## config.mk

```make
export PLATFORM = sky130hd
export DESIGN_NAME = instruction_fetch
export DESIGN_NICKNAME = d
export VERILOG_FILES = /design/src/rtl/cpu16_pkg.sv /design/src/rtl/fetch_fifo.sv /design/src/rtl/instruction_fetch.sv
export SDC_FILE = /design/constraint.sdc
export NUM_CORES = 1
export LEC_CHECK = 0
export ABC_AREA = 0
export ABC_CLOCK_PERIOD_IN_PS = 4800
export BUFFER_PORTS_ARGS = -buffer_cell sky130_fd_sc_hd__buf_2
export CORE_UTILIZATION = 34
export CTS_CLUSTER_DIAMETER = 100
export DETAILED_ROUTE_END_ITERATION = 10
export PLACE_DENSITY = 0.56
export SLEW_MARGIN = 15
export SYNTH_ARGS = -nofsm -noshare
export SYNTH_HDL_FRONTEND = slang
export SYNTH_SLANG_ARGS = --single-unit
export TNS_END_PERCENT = 10
```

## constraint.sdc

```tcl
create_clock -name clk -period 4.8 [get_ports clk]
set_input_delay 0.72 -clock clk [delete_from_list [all_inputs] [get_ports clk]]
set_output_delay 0.72 -clock clk [all_outputs]
set_load 0.02 [all_outputs]
```

## src/rtl/cpu16_pkg.sv

```systemverilog
// cpu16_pkg: shared types and constants for the cpu16 core
//   DataWidthDef  default instruction word / PC width
//   fetch_state_t fetch stage FSM states
package cpu16_pkg;
  localparam int DataWidthDef = 16;
  typedef enum logic [1:0] {RUN, DRAIN, HALTED} fetch_state_t;
endpackage

```

## src/rtl/fetch_fifo.sv

```systemverilog
// fetch_fifo: synchronous FIFO with clear and occupancy count, registered head
//   clk, rstN         clock, asynchronous active-low reset
//   i_push, i_data    write strobe and data
//   i_pop             read strobe (caller never pops when empty)
//   i_clear           empties the FIFO, overrides push/pop
//   o_head, o_count   head entry and occupancy
module fetch_fifo #(
  parameter int Width = 16,
  parameter int Depth = 2,
  localparam int CntWidth = $clog2(Depth + 1),
  localparam int PtrWidth = (Depth > 1) ? $clog2(Depth) : 1
) (
  input  logic                clk,
  input  logic                rstN,
  input  logic                i_push,
  input  logic [Width-1:0]    i_data,
  input  logic                i_pop,
  input  logic                i_clear,
  output logic [Width-1:0]    o_head,
  output logic [CntWidth-1:0] o_count
);
  logic [Width-1:0] r_mem [Depth];
  logic [PtrWidth-1:0] r_rd, r_wr;
  logic [CntWidth-1:0] r_cnt;
  function automatic logic [PtrWidth-1:0] inc(input logic [PtrWidth-1:0] p);
    return (p == PtrWidth'(Depth - 1)) ? '0 : p + 1'b1;
  endfunction
  always_ff @(posedge clk or negedge rstN) begin
    if (!rstN) begin
      r_mem <= '{default: '0};
      r_rd <= '0;
      r_wr <= '0;
      r_cnt <= '0;
    end else if (i_clear) begin
      r_rd <= '0;
      r_wr <= '0;
      r_cnt <= '0;
    end else begin
      if (i_push) r_mem[r_wr] <= i_data;
      if (i_push) r_wr <= inc(r_wr);
      if (i_pop) r_rd <= inc(r_rd);
      r_cnt <= r_cnt + CntWidth'(i_push) - CntWidth'(i_pop);
    end
  end
  assign o_head = r_mem[r_rd];
  assign o_count = r_cnt;
endmodule

```

## src/rtl/instruction_fetch.sv

```systemverilog
// instruction_fetch: cpu16 fetch stage, issues PC reads and buffers returned words
//   clk, rstN                    clock, asynchronous active-low reset
//   programCounter, countEnable  PC from / increment strobe to the register file
//   memReq*, memRsp*             instruction memory request/response port
//   flush                        jump redirect, discards fetched and in-flight words
//   haltReq, haltAck             stop-fetch request and halted indication
//   instrValid/Ready, instr, instrPc  buffered instruction stream to decode
//   FETCH_PC_TAG_EN              when defined, each word carries its fetch PC on instrPc
module instruction_fetch
  import cpu16_pkg::*;
#(
  parameter int DataWidth  = DataWidthDef,
  parameter int QueueDepth = 2,
  parameter int CntWidth   = $clog2(QueueDepth + 1)
) (
  input  logic                 clk,
  input  logic                 rstN,
  input  logic [DataWidth-1:0] programCounter,
  output logic                 countEnable,
  output logic                 memReqValid,
  input  logic                 memReqReady,
  output logic [DataWidth-1:0] memReqAddr,
  input  logic                 memRspValid,
  input  logic [DataWidth-1:0] memRspData,
  input  logic                 flush,
  input  logic                 haltReq,
  output logic                 haltAck,
  output logic                 instrValid,
  input  logic                 instrReady,
  output logic [DataWidth-1:0] instr,
  output logic [DataWidth-1:0] instrPc
);
  localparam int SumWidth = CntWidth + 2;
`ifdef FETCH_PC_TAG_EN
  localparam int BufWidth = 2 * DataWidth;
`else
  localparam int BufWidth = DataWidth;
`endif
  fetch_state_t r_state, w_state_nxt;
  logic [CntWidth-1:0] r_live, r_drop, w_live_nxt, w_drop_nxt, w_count;
  logic [SumWidth-1:0] w_used;
  logic w_issue, w_rsp, w_keep, w_push, w_pop;
  logic [BufWidth-1:0] w_buf_in, w_buf_head;
  // credits: every accepted request reserves a buffer slot until its word is popped
  assign w_used = SumWidth'(r_live) + SumWidth'(r_drop) + SumWidth'(w_count);
  // rstN gate keeps the request low while reset is held
  assign w_issue = rstN && r_state == RUN && !flush && w_used < SumWidth'(QueueDepth);
  assign memReqValid = w_issue;
  assign memReqAddr = programCounter;
  assign countEnable = w_issue && memReqReady;
  assign w_rsp = memRspValid && (r_live != '0 || r_drop != '0);
  assign w_keep = w_rsp && r_drop == '0;
  assign w_push = w_keep && !flush;
  assign instrValid = w_count != '0;
  assign w_pop = instrValid && instrReady && !flush;
  assign w_live_nxt = flush ? '0 : r_live + CntWidth'(countEnable) - CntWidth'(w_keep);
  // on flush all live requests become drops, less the one answered this cycle
  assign w_drop_nxt = flush ? r_drop + r_live - CntWidth'(w_rsp) : r_drop - CntWidth'(w_rsp && !w_keep);
  assign haltAck = r_state == HALTED;
  always_comb begin
    w_state_nxt = r_state;
    if (r_state == RUN) w_state_nxt = haltReq ? DRAIN : RUN;
    else if (!haltReq) w_state_nxt = RUN;
    else if (w_live_nxt == '0 && w_drop_nxt == '0) w_state_nxt = HALTED;
  end
  always_ff @(posedge clk or negedge rstN) begin
    if (!rstN) begin
      r_state <= RUN;
      r_live <= '0;
      r_drop <= '0;
    end else begin
      r_state <= w_state_nxt;
      r_live <= w_live_nxt;
      r_drop <= w_drop_nxt;
    end
  end
`ifdef FETCH_PC_TAG_EN
  logic [DataWidth-1:0] w_pend_pc;
  logic [CntWidth-1:0] w_pend_count;
  // holds the addresses of live requests only; dropped ones never need a tag
  fetch_fifo #(.Width(DataWidth), .Depth(QueueDepth)) u_pend (
    .clk(clk), .rstN(rstN), .i_push(countEnable), .i_data(programCounter),
    .i_pop(w_keep), .i_clear(flush), .o_head(w_pend_pc), .o_count(w_pend_count)
  );
  assign w_buf_in = {w_pend_pc, memRspData};
  assign instrPc = w_buf_head[BufWidth-1:DataWidth];
  a_pend_live: assert property (@(posedge clk) disable iff (!rstN) w_pend_count == r_live);
`else
  assign w_buf_in = memRspData;
  assign instrPc = '0;
`endif
  fetch_fifo #(.Width(BufWidth), .Depth(QueueDepth)) u_buf (
    .clk(clk), .rstN(rstN), .i_push(w_push), .i_data(w_buf_in),
    .i_pop(w_pop), .i_clear(flush), .o_head(w_buf_head), .o_count(w_count)
  );
  assign instr = w_buf_head[DataWidth-1:0];
  a_rsp_protocol: assert property (@(posedge clk) disable iff (!rstN) memRspValid |-> (r_live != '0 || r_drop != '0));
endmodule

```

Yosys cells after proc, flatten, opt, wreduce, memory -nomap -nowiden
Index checks and enable logic that the tools add are counted.
Widths: inputs -> output; s select.
{"block": "word_totals", "register_bits": 42, "in_bits": 39, "out_inout_bits": 52}
{"block": "classes", "add_sub_neg": 11, "magnitude_cmp": 4, "eq_ne": 2, "muxes": 19, "bitwise_logic": 3, "reduce_logical": 25}
{"operator": "$mux 16", "n": 4}
{"operator": "$bwmux 32", "n": 1}
{"operator": "$demux 16 s1", "n": 1}
{"operator": "$logic_and 1x1->1", "n": 12}
{"operator": "$mux 2", "n": 6}
{"operator": "$reduce_bool 2->1", "n": 5}
{"operator": "$logic_not 2->1", "n": 4}
{"operator": "$sub 2x1->2", "n": 4}
{"operator": "$mux 1", "n": 7}
{"operator": "$add 2x1->2", "n": 2}
{"operator": "$add 3x2->4", "n": 1}
{"operator": "$ge 2x2->1 const B", "n": 2}
{"operator": "$lt 4x2->1 const B", "n": 1}
{"operator": "$not 1->2", "n": 2}
{"operator": "$add 2x2->3", "n": 1}
{"operator": "$ne 3x1->1 const B", "n": 1}
{"operator": "$add 1x1->1 const B", "n": 2}
{"operator": "$add 2x2->2", "n": 1}
{"operator": "$eq 2x2->1 const B", "n": 1}
{"operator": "$logic_not 1->1", "n": 2}
{"operator": "$lt 2x1->1 const B", "n": 1}
{"operator": "$reduce_and 2->1", "n": 1}
{"operator": "$logic_or 1x1->1", "n": 1}
{"operator": "$not 1->1", "n": 1}

Longest topological paths before layout
{"block": "logic_depth", "depth_word": 13, "mapped_depth": 11, "mapped_depth_nobuf": 11}

By module
Synthesis repeated with hierarchy kept, for this count alone.
{"block": "hier_totals", "cells_unflattened": 188, "hier_area_um2": 2404.8}
{"module": "fetch_fifo", "n_inst": 1, "cells_each": 101, "area_per_inst_um2": 1599.0, "seq_area_each_um2": 900.9}
{"module": "instruction_fetch", "n_inst": 1, "cells_each": 87, "area_per_inst_um2": 805.8, "seq_area_each_um2": 150.1}

Worst setup path after synthesis
No wires, ideal clock.
{"block": "synth_timing", "path_kind": "reg-to-reg", "start": "register r_live[1]", "end": "register r_state[0]", "setup_ns": 0.124, "arrival_time_ns": 3.415, "required_ns": 4.676, "path_slack_ns": 1.261, "stages_incl_launch_ff": 12, "n_path_buf": 0, "synth_period_minus_slack_ns": 3.539, "path_cell_list": "dfrtp_1 inv_1 fa_1 inv_1 ha_1 nor4b_1 nand2_1 nor4b_1 ha_1 nor3b_1 o21ai_0 o31a_1"}
{"block": "synth_via", "elab_chain_len": 11, "word_cells_on_any_way": 22, "classes_between": "7 x add/sub; 1 x order compare; 1 x eq/ne; 2 x mux; 11 x reduce/logical"}
{"element": "start, declared", "line_no": "instruction_fetch.sv:40", "text": "logic [CntWidth-1:0] r_live, r_drop, w_live_nxt, w_drop_nxt, w_count;"}
{"element": "start signal, assigned", "line_no": "instruction_fetch.sv:73", "text": "r_live <= w_live_nxt;"}
{"element": "$add 2x2->3", "line_no": "instruction_fetch.sv:45", "text": "assign w_used = SumWidth'(r_live) + SumWidth'(r_drop) + SumWidth'(w_count);"}
{"element": "$add 3x2->4", "line_no": "instruction_fetch.sv:45"}
{"element": "$lt 4x2->1", "line_no": "instruction_fetch.sv:47", "text": "assign w_issue = rstN && r_state == RUN && !flush && w_used < SumWidth'(QueueDepth);"}
{"element": "$logic_and 1x1->1", "line_no": "instruction_fetch.sv:47"}
{"element": "$logic_and 1x1->1", "line_no": "instruction_fetch.sv:50", "text": "assign countEnable = w_issue && memReqReady;"}
{"element": "named net countEnable", "line_no": "instruction_fetch.sv:19", "text": "output logic countEnable,"}
{"element": "$add 2x1->2", "line_no": "instruction_fetch.sv:56", "text": "assign w_live_nxt = flush ? '0 : r_live + CntWidth'(countEnable) - CntWidth'(w_keep);"}
{"element": "$sub 2x1->2", "line_no": "instruction_fetch.sv:56"}
{"element": "$mux 2", "line_no": "instruction_fetch.sv:56"}
{"element": "$logic_not 2->1", "line_no": "instruction_fetch.sv:64", "text": "else if (w_live_nxt == '0 && w_drop_nxt == '0) w_state_nxt = HALTED;"}
{"element": "$logic_and 1x1->1", "line_no": "instruction_fetch.sv:64"}
{"element": "$ne 3x1->1 (no source line)"}
{"element": "end signal, assigned", "line_no": "instruction_fetch.sv:72", "text": "r_state <= w_state_nxt;"}
{"element": "end, declared", "line_no": "instruction_fetch.sv:39", "text": "fetch_state_t r_state, w_state_nxt;"}
The timed path passes the listed nets, and every way through them passes these cells.
A chain may end at the register's enable or synchronous reset.

Worst setup path after layout
{"block": "layout_timing", "start": "register r_live[1]", "end": "output countEnable"}
{"block": "layout_via", "elab_chain_len": 5}
{"element": "$add 2x2->3", "line_no": "instruction_fetch.sv:45"}
{"element": "$add 3x2->4", "line_no": "instruction_fetch.sv:45"}
{"element": "$lt 4x2->1", "line_no": "instruction_fetch.sv:47"}
{"element": "$logic_and 1x1->1", "line_no": "instruction_fetch.sv:47"}
{"element": "$logic_and 1x1->1", "line_no": "instruction_fetch.sv:50"}
{"element": "end, declared", "line_no": "instruction_fetch.sv:19"}
No other way between the ends.

==> results_dict.tcl <==
set metrics [dict create \
    critPathLaunch "r_live[1]$_DFF_PN0_" \
    synthesis.instances 193 \
    power.net_switching_w 0.000375 \
    ys_warn_count 0 \
    synthFlopType "dfrtp_1" \
    seq_power_share_pct 40.5 \
    dr.first_iter.drc_count 33 \
    syn2layout_area_growth_pct 8.92 \
    report.final.slew_viol_count 0 \
    yosysSeqAreaShare_pct 43.8 \
    ir_drop_mv 0.164 \
    via_count 1363 \
    maxCapViolCount 0 \
    endpoint_kind "primary output" \
    clkPwrFrac_pct 24.2 \
    cts_made_buffers 5 \
    yosys_register_bits 42 \
    switching_share_pct 32.4 \
    postCtsSetupBuffers 0 \
    tns_ns 0 \
    power.total_w 0.00116 \
    cts_hold_buffers 0 \
    setup_viol 0 \
    die_h_um 86.0 \
    clock_skew_ns 0.00214 \
    power_density_mw_per_mm2 444 \
    antennaDiodeCount 0 \
    grt_pass1_wl_um 6790 \
    postRouteWirelength_um 3990 \
    clock_path_buffers 2 \
    worstPathRequired_ns 4.08 \
    ant_nets 0 \
    rsz0062_at_grt "false" \
    insertion_delay_ns 0.29 \
    crit_arrival_ns 2.66 \
    synth-edff-count 0 \
    n_fill_cell 694 \
    fin_crit_ns 3.38 \
    drtPass1Iterations 4 \
    syn_area_mm2 0.00240 \
    start_util_pct 35.3 \
    internal_power_w 0.000783 \
    hp-class "input pin to async pin" \
    synth_top_area_share_pct 43.8 \
    cp_cell_sequence "inv_1, fa_1, inv_1, ha_1, nor4b_1, nand2_1, nor4b_1, buf_2" \
    yosysUniqueCellTypes 32 \
    synth_most_common_cell "mux2_2" \
    synth_area_per_cell_um2 12.4 \
    r2r-start "r_live[1]$_DFF_PN0_" \
    groute.usage.overall_pct 12.1 \
    num_rows 30 \
    drc 0 \
    cp_max_fo 5 \
    critPathSlowestCell "fa_1" \
    finalWeightedCongestion 0.713 \
    cp-start-kind "register" \
    yosysTopAreaCell "dfrtp_1" \
    relSlewSlack_pct 25.0 \
    cts.root.buffer_cell "clkbuf_8" \
    grt_start_max_net_pins 43 \
    wl_per_cell_um 12.7 \
    ios 91 \
    power_leakage_nw 1.38 \
    finalCritPeriodShare_pct 70.4 \
    die_w_um 86.0 \
    htree_num_levels 2 \
    crit_type "register to primary output" \
    fmax_ghz 0.296 \
    core_mm2 0.00679 \
    cts_tree "built" \
    async_flop_share_pct 100 \
    io_buffers 42 \
    grt_pass1_vias 1383 \
    clock_sinks 42 \
    gr-total-overflow 0 \
    nets 269 \
    hold_violations 0 \
    status "finished, final reports clean" \
    layout-drive-gt1-share_pct 47.5 \
    synth_area_leaders "dfrtp_1, mux2_2, buf_4" \
    viasPerCell 4.33 \
    die-area_mm2 0.00739 \
    post-dp-hpwl_um 2880 \
    worst_slew_pin_slew_ns 1.12 \
    clkTransAtPathRegs_ns 0.07 \
    critPathMaxStageDelay_ns 0.53 \
    combPwrFrac_pct 35.3 \
    yosys-top-cells-count "mux2_2, dfrtp_1, buf_4" \
    antenna_found_initial 0 \
    cts_resized 0 \
]
[kinds of logic (layout without fill, tap and decap cells)]
group           after synthesis  after routing  synth area share (%)
buf+inv                      50             61                  13.9
mux                          49             49                  23.0
compound gates               11             11                  2.98
other cells                   1             16                 0.156
flops                        42             42                  43.8
fa+ha+maj                    11             11                  6.05
simple gates                 23             23                  6.73
xor+xnor                      6              6                  3.34
[metrics by stage]
stage / setup slack [ns] / util, % / hold slack [ns] / area [µm²] / instances
finish: 1.42 / 38.4 / 0.505 / 2610 / 315
global route: 1.17 / 38.4 / 0.525 / 2610 / 315
CTS: 1.37 / 38.4 / 0.510 / 2610 / 315
detailed placement: 1.65 / 36.8 / 0.490 / 2500 / 308
floorplan: 1.26 / - / 0.424 / 2450 / 208
global placement: 1.72 / 36.8 / 0.483 / 2500 / 308
[sequential cells by signal, summed over array words and instances (netlist names)]
name / cells
r_live: 2
r_drop: 2
u_buf.r_rd: 1
u_buf.o_count: 2
u_buf.r_wr: 1
r_state: 2
u_buf.r_mem: 32
[area by class of cell]
cell class,count,area [µm²],area share [%]
inverters,11,41.3,1.58
multi-input cells,116,1070,40.9
flip-flops and latches,42,1050,40.2
clock inverters,1,30.0,1.15
clock buffers,6,82.6,3.16
repair buffers,43,218,8.34
well taps,96,120,4.60
[cells in the final DEF, fill, tap and decap left out, types with 2 or more instances in the layout]
cell type / synthesis / routed
mux2_2: 48 / 48
nor4b_1: 2 / 2
xnor2_1: 3 / 3
o21ai_0: 3 / 3
conb_1: 1 / 16
nor4_4: 2 / 2
nor2b_1: 5 / 5
ha_1: 10 / 10
xnor3_1: 2 / 2
inv_1: 11 / 11
buf_2: 0 / 42
dfrtp_1: 42 / 42
clkbuf_8: 0 / 6
a21oi_1: 2 / 2
nor2_1: 5 / 5
nand2_1: 3 / 3
[worst paths after layout]
check / endpoint / slack, ns / cells after the start
worst min register to register: u_buf.r_mem[3]$_DFFE_PN0P_ / 0.50 / 1
min in group clk: u_buf.r_mem[3]$_DFFE_PN0P_ / 0.51 / 1
worst min-delay path: u_buf.r_mem[11]$_DFFE_PN0P_ / 0.50 / 2
worst max register to register: r_state[0]$_DFFE_PN0P_ / 1.67 / 11
worst max-delay path: countEnable / 1.42 / 8
max in group asynchronous: u_buf.r_mem[21]$_DFFE_PN0P_ / 3.93 / 2
[power groups by stage]
| stage | combinational, W | clock (W) | sequential (W) |
|---|---|---|---|
| CTS | 0.000416 | 0.000293 | 0.000470 |
| detailed placement | 0.000415 | 0 | 0.000476 |
| global route | 0.000459 | 0.000307 | 0.000479 |
| finish | 0.000409 | 0.000281 | 0.000469 |
| floorplan | 0.000350 | 0 | 0.000462 |
| global placement | 0.000414 | 0 | 0.000474 |
[metal layers]
layer	up-vias	track usage, %	part of all wire (%)
met2	34	19.8	48
met3	5	3.56	5.4
met5	-	0	0
li1	658	-	-
met4	0	5.15	1.3
met1	666	14.8	45
[critical path, delay by kind of cell (launching register included)]
| family | cells | cell delay (ns) |
|---|---|---|
| adder cells (fa/ha/maj) | 2 | 0.81 |
| AND/OR/NAND/NOR | 3 | 0.79 |
| flip-flops | 1 | 0.41 |
| buffers and inverters | 3 | 0.36 |
Power figures use the tool's default switching activity.
